$ cat config.mk
export PLATFORM = sky130hd
export DESIGN_NAME = adc_capture_ctrl
export DESIGN_NICKNAME = d
export VERILOG_FILES = /design/src/rtl/adc_capture_ctrl.sv
export SDC_FILE = /design/constraint.sdc
export NUM_CORES = 1
export LEC_CHECK = 0
export CORE_ASPECT_RATIO = 1.1
export CORE_UTILIZATION = 55
export CTS_CLUSTER_SIZE = 14
export DETAILED_ROUTE_END_ITERATION = 7
export DONT_BUFFER_PORTS = 1
export MAX_ROUTING_LAYER = met4
export PLACE_DENSITY = 0.7
export SLEW_MARGIN = 20
export SYNTH_ARGS = -nofsm -noshare
export SYNTH_HDL_FRONTEND = slang
export SYNTH_SLANG_ARGS = --single-unit
$ cat constraint.sdc
create_clock -name clk_pin_p -period 6.41 [get_ports clk_pin_p]
set_clock_uncertainty 0.15 [all_clocks]
set_input_delay 1.282 -clock clk_pin_p [delete_from_list [all_inputs] [get_ports clk_pin_p]]
set_output_delay 1.282 -clock clk_pin_p [all_outputs]
set_load 0.02 [all_outputs]
$ cat src/rtl/adc_capture_ctrl.sv
// rtl/adc_capture_ctrl.sv - ADC capture front-end: register, decimate, trigger, buffer, stream out
//
// Registers the ADC bus every clock and derives a sample strobe every decim+1
// clocks. A wrapping counter tracks strobes. After arm, it waits for a trigger
// sample and captures DEPTH strobed samples. It then streams them out oldest
// first over a valid/ready port.
//
// Optional feature macro: ADC_CAP_EDGE_TRIG_EN
//   defined   -> rising-crossing trigger (previous strobe sample below level,
//                current sample at or above level)
//   undefined -> level trigger (sample at or above level)
//
// Ports:
//   clk_pin_p   in   system clock, rising edge
//   rst_pin     in   synchronous active-high reset
//   adc_in      in   raw ADC sample bus
//   decim       in   strobe every decim+1 clocks
//   trig_level  in   unsigned trigger threshold
//   arm         in   start-capture request, honoured in IDLE only
//   led_out     out  last registered ADC sample
//   sample_cnt  out  wrapping strobe count
//   busy        out  high whenever a capture/readout is in progress
//   done        out  one-cycle pulse after the last readout beat
//   rd_valid    out  readout data valid
//   rd_ready    in   readout consumer ready
//   rd_data     out  readout sample, zero while rd_valid is low
module adc_capture_ctrl #(
    parameter int DATA_W  = 8,
    parameter int DEPTH   = 16,
    parameter int CNT_W   = 8,
    parameter int DECIM_W = 4
) (
    input  logic               clk_pin_p,
    input  logic               rst_pin,
    input  logic [DATA_W-1:0]  adc_in,
    input  logic [DECIM_W-1:0] decim,
    input  logic [DATA_W-1:0]  trig_level,
    input  logic               arm,
    output logic [DATA_W-1:0]  led_out,
    output logic [CNT_W-1:0]   sample_cnt,
    output logic               busy,
    output logic               done,
    output logic               rd_valid,
    input  logic               rd_ready,
    output logic [DATA_W-1:0]  rd_data
);

    localparam int AW = $clog2(DEPTH);
    localparam logic [AW-1:0] LAST_IDX = AW'(DEPTH - 1);

    typedef enum logic [1:0] {
        S_IDLE,
        S_ARMED,
        S_CAPTURE,
        S_READOUT
    } state_t;

    state_t              state_q, state_d;
    logic [DATA_W-1:0]   adc_q;
    logic [DECIM_W-1:0]  dcnt_q;
    logic [CNT_W-1:0]    cnt_q;
    logic [AW-1:0]       wptr_q, wptr_d;
    logic [AW-1:0]       rptr_q, rptr_d;
    logic                done_q, done_d;
    logic [DATA_W-1:0]   mem [DEPTH];

    logic                strobe;
    logic                trig_hit;
    logic                mem_we;
    logic [AW-1:0]       mem_waddr;
    logic                beat;

    // A dcnt left above a freshly lowered decim strobes straight away.
    assign strobe = (dcnt_q >= decim);
    assign beat   = (state_q == S_READOUT) && rd_ready;

`ifdef ADC_CAP_EDGE_TRIG_EN
    logic [DATA_W-1:0] prev_q;

    always_ff @(posedge clk_pin_p) begin
        if (rst_pin) begin
            prev_q <= '0;
        end else if (strobe) begin
            prev_q <= adc_q;
        end
    end

    assign trig_hit = (prev_q < trig_level) && (adc_q >= trig_level);
`else
    assign trig_hit = (adc_q >= trig_level);
`endif

    always_ff @(posedge clk_pin_p) begin
        if (rst_pin) begin
            state_q <= S_IDLE;
            adc_q   <= '0;
            dcnt_q  <= '0;
            cnt_q   <= '0;
            wptr_q  <= '0;
            rptr_q  <= '0;
            done_q  <= 1'b0;
        end else begin
            state_q <= state_d;
            adc_q   <= adc_in;
            dcnt_q  <= strobe ? '0 : dcnt_q + DECIM_W'(1);
            if (strobe) begin
                cnt_q <= cnt_q + CNT_W'(1);
            end
            wptr_q  <= wptr_d;
            rptr_q  <= rptr_d;
            done_q  <= done_d;
        end
    end

    // Buffer storage is deliberately left out of reset.
    always_ff @(posedge clk_pin_p) begin
        if (mem_we) begin
            mem[mem_waddr] <= adc_q;
        end
    end

    always_comb begin
        state_d   = state_q;
        wptr_d    = wptr_q;
        rptr_d    = rptr_q;
        done_d    = 1'b0;
        mem_we    = 1'b0;
        mem_waddr = wptr_q;
        case (state_q)
            S_IDLE: begin
                if (arm) begin
                    state_d = S_ARMED;
                    wptr_d  = '0;
                end
            end
            S_ARMED: begin
                if (strobe && trig_hit) begin
                    mem_we    = 1'b1;
                    mem_waddr = '0;
                    wptr_d    = AW'(1);
                    state_d   = S_CAPTURE;
                end
            end
            S_CAPTURE: begin
                if (strobe) begin
                    mem_we = 1'b1;
                    wptr_d = wptr_q + AW'(1);
                    if (wptr_q == LAST_IDX) begin
                        state_d = S_READOUT;
                        rptr_d  = '0;
                    end
                end
            end
            S_READOUT: begin
                if (beat) begin
                    rptr_d = rptr_q + AW'(1);
                    if (rptr_q == LAST_IDX) begin
                        state_d = S_IDLE;
                        done_d  = 1'b1;
                    end
                end
            end
            default: state_d = S_IDLE;
        endcase
    end

    assign led_out    = adc_q;
    assign sample_cnt = cnt_q;
    assign busy       = (state_q != S_IDLE);
    assign done       = done_q;
    assign rd_valid   = (state_q == S_READOUT);
    assign rd_data    = rd_valid ? mem[rptr_q] : '0;

endmodule

==> run_results.csv <==
group,metric,value,unit
place,gp_congestion,0.7934,
floorplan,coreArea,12090,um2
timing,final-hold-violation-count,0,
setup_path,critPathSlowestCell,"sky130_fd_sc_hd__mux4_2",
cells_and_area,stdcell_count,593,
setup_path,end_kind,"output port",
floorplan,num_rows,42,
grt,gr-total-overflow,0,
timing,final-setup-viol-count,0,
cts,post-cts-setup-buffers,0,
hold_path,worstHoldEndpoint,"dcnt_q[0]",
setup_path,cp_peak_stage_delay,0.63,ns
setup_path,worst-setup-path-type,"reg2out",
setup_path,worstPathRequired,4.98,ns
place,dpl.hpwl,9004,um
detailed_routing,drt_pass1_iterations,8,
synth,postSynth.topFlopCell,"sky130_fd_sc_hd__edfxtp_1",
hold_path,min_path_type,"reg2reg",
run,cap_violations,0,
timing,totalNegativeSetupSlack,0,ns
detailed_routing,remaining_drc_errors,2,
grt,global_route.usage.total,24.33,%
setup_path,reg2reg_slack,2.68,ns
synth,yosys.cell_types.count,57,
status,run_status,"finished, violations left",
setup_path,crit_path_frequent_cell,"sky130_fd_sc_hd__mux4_2",
synth,async_s_r_ff_share_synth,0,%
cells_and_area,drive_gt1_share,24.37,%
synth,yosys-top-cells-area,"sky130_fd_sc_hd__edfxtp_1, sky130_fd_sc_hd__mux4_2, sky130_fd_sc_hd__dfxtp_1, sky130_fd_sc_hd__ha_1, sky130_fd_sc_hd__nor3_1",
timing,period_utilization_post_route,65.38,%
synth,seq_area_frac_synth,66.10,%
setup_path,critical_path_depth,4,
setup_path,ff2ff_path_depth,6,
detailed_routing,vias,3670,
synth,yosys.area.top_type,"sky130_fd_sc_hd__edfxtp_1",
cts,cts_num_sinks,163,
floorplan,floorplan.die_area,12950,um2
detailed_routing,dr.first_iter.drc_count,317,
cts,tritoncts,"done",
floorplan,dieWidth,108.6,um
synth,synth-edff-count,128,
setup_path,timing.critical_path.cells,"buf_4, mux4_2, mux4_2, and2_1",
grt,grt_pass1_wl,21600,um
status,failed_checks,"design-rule violations",
setup_path,critical_path_buf_inv_count,1,
cells_and_area,syn_to_final_growth,12.19,%
place,dp_cells,561,
hold_path,min_from,"dcnt_q[0]",
cts,clock_latency,0.42,ns
cells_and_area,final_nets,471,
grt,largest_net_degree_at_the_start_of_global_routing,36,
cts,cts_buffers,17,
synth,synthesis.nets,458,
setup_path,timing.critical_path.fanout_max,27,
power,power_per_cell_area,316.0,nW/um2
floorplan,design.portCount,51,
setup_path,endpoint_of_the_most_critical_register_to_register_path,"mem[4][5]",
power,p_total,2438,uW
power,ir_drop,0.2388,mV
cells_and_area,commonest_non_fill_non_tap_cell_in_the_layout,"sky130_fd_sc_hd__edfxtp_1",
detailed_routing,detail_route.wl_per_cell,23.10,um
grt,number_of_global_route_vias_before_repair,3841,
timing,slew-limit-headroom,29.87,%
timing,rsz_0062_raised_after_global_routing,"false",
cells_and_area,layout_common_cells,"sky130_fd_sc_hd__edfxtp_1, sky130_fd_sc_hd__mux4_2, sky130_fd_sc_hd__dfxtp_1",
setup_path,crit_path_start_kind,"register",
timing,timing.final.max_slew_violations,0,
detailed_routing,final_wirelength,13700,um
synth,synthCells,413,
synth,synth_top_cell_area_share,55.91,%
grt,initial_antenna_violation_count,0,
floorplan,die_h,119.3,um
detailed_routing,vias_per_cell,6.189,
floorplan,floorplan.initialDensity,56.88,%
detailed_routing,ant_nets,0,
synth,yosys_register_bits,163,
timing,finalWorstSetupSlack,2.219,ns
synth,synth_area_per_cell,16.65,um2
timing,clock.fmax,0.2386,GHz
cts,cts_root_buf,"sky130_fd_sc_hd__clkbuf_16",
setup_path,crit_arrival,2.76,ns
cells_and_area,postLayoutCoreUtil,63.82,%
setup_path,cpLargestDelayFamily,"multiplexers",
synth,summed_instance_area_of_the_synthesized_netlist,6875,um2
hold_path,hold_path_depth,1,
cts,maximum_buffer_depth_of_the_clock_tree,2,
place,post-place-ws,2.111,ns
cts,cts-resized-gates,0,
cts,hold_buffers,0,
cells_and_area,diodes,0,
cts,cts.htree.levels,4,
timing,post-route-min-period,4.191,ns
power,cellLeakagePower,0.002480,uW
setup_path,r2r_startpoint,"led_out[2]",
synth,synthesis.yosys.warnings,0,
cells_and_area,layout.filler_cells,863,
timing,worst_pin_slew,1.043,ns
cts,clk_pin_slew,0.06,ns
place,buffers_on_ports,0,
==> layer usage <==
metal | GRT usage [%] | share of wire (%) | routed length, um
met2 | 38.92 | 52 | 7086
met3 | 5.090 | 5.6 | 767
met1 | 30.16 | 40 | 5544
met4 | 10.05 | 2.2 | 298
met5 | - | 0 | 0
==> synthesized netlist by cell type (6+ instances only) <==
master	count
sky130_fd_sc_hd__inv_1	18
sky130_fd_sc_hd__o21ai_0	6
sky130_fd_sc_hd__nand3_1	8
sky130_fd_sc_hd__nor2b_1	11
sky130_fd_sc_hd__nand2_1	11
sky130_fd_sc_hd__nor2_1	12
sky130_fd_sc_hd__nor3_1	14
sky130_fd_sc_hd__edfxtp_1	128
sky130_fd_sc_hd__mux4_2	40
sky130_fd_sc_hd__xnor2_1	6
sky130_fd_sc_hd__dfxtp_1	35
sky130_fd_sc_hd__a21oi_1	10
sky130_fd_sc_hd__and2_1	8
sky130_fd_sc_hd__clkbuf_1	7
sky130_fd_sc_hd__nand2b_1	7
sky130_fd_sc_hd__nor4_1	7
sky130_fd_sc_hd__ha_1	21
==> worst max-delay path by stage <==
stage	from	endpoint	slack, ns
2_1_floorplan	trig_level[2]	mem[1][0]	2.36
3_3_place_gp	trig_level[2]	mem[3][3]	2.09
3_5_place_dp	trig_level[2]	mem[11][7]	2.11
4_1_cts	register	rd_data[7]	2.15
5_1_grt	register	rd_data[7]	2.07
6_report	register	rd_data[7]	2.22
==> sequential cells by signal, indices dropped and copies added, names as in the netlist, named ones only <==
name	flops
state_q	2
wptr_q	4
sample_cnt	8
rptr_q	4
mem	128
done	1
led_out	8
dcnt_q	4
==> report_power, final <==
part	internal [uW]	switching, uW
Clock	610	389
Combinational	105	155
Sequential	1150	25.4
==> final cells by class <==
cell class              count  area [um2]  share of cell area, %
flip-flops and latches    163        4546                  58.93
clock buffers              18       429.2                  5.564
multi-input cells         216        2240                  29.03
repair buffers             10       75.07                 0.9732
clock inverters            14       163.9                  2.125
well taps                 154       192.7                  2.498
inverters                  18       67.56                 0.8759
==> cell families (layout without fill, tap and decap cells) <==
family,count (synthesis),after routing,share of synthesized area (%)
compound gates,37,37,4.204
fa+ha+maj,21,21,3.822
mux,43,43,13.58
xor+xnor,7,7,0.8917
simple gates,108,108,9.372
buf+inv,34,60,2.038
flops,163,163,66.10
==> through the flow <==
stage               instance area, um2  hold WS (ns)
CTS                               7699        0.3425
detailed placement                7106        0.3331
global placement                  7091        0.3208
finish                            7714        0.3344
global route                      7714        0.3742
floorplan                         6875        0.3069
Power figures use the tool's default switching activity.
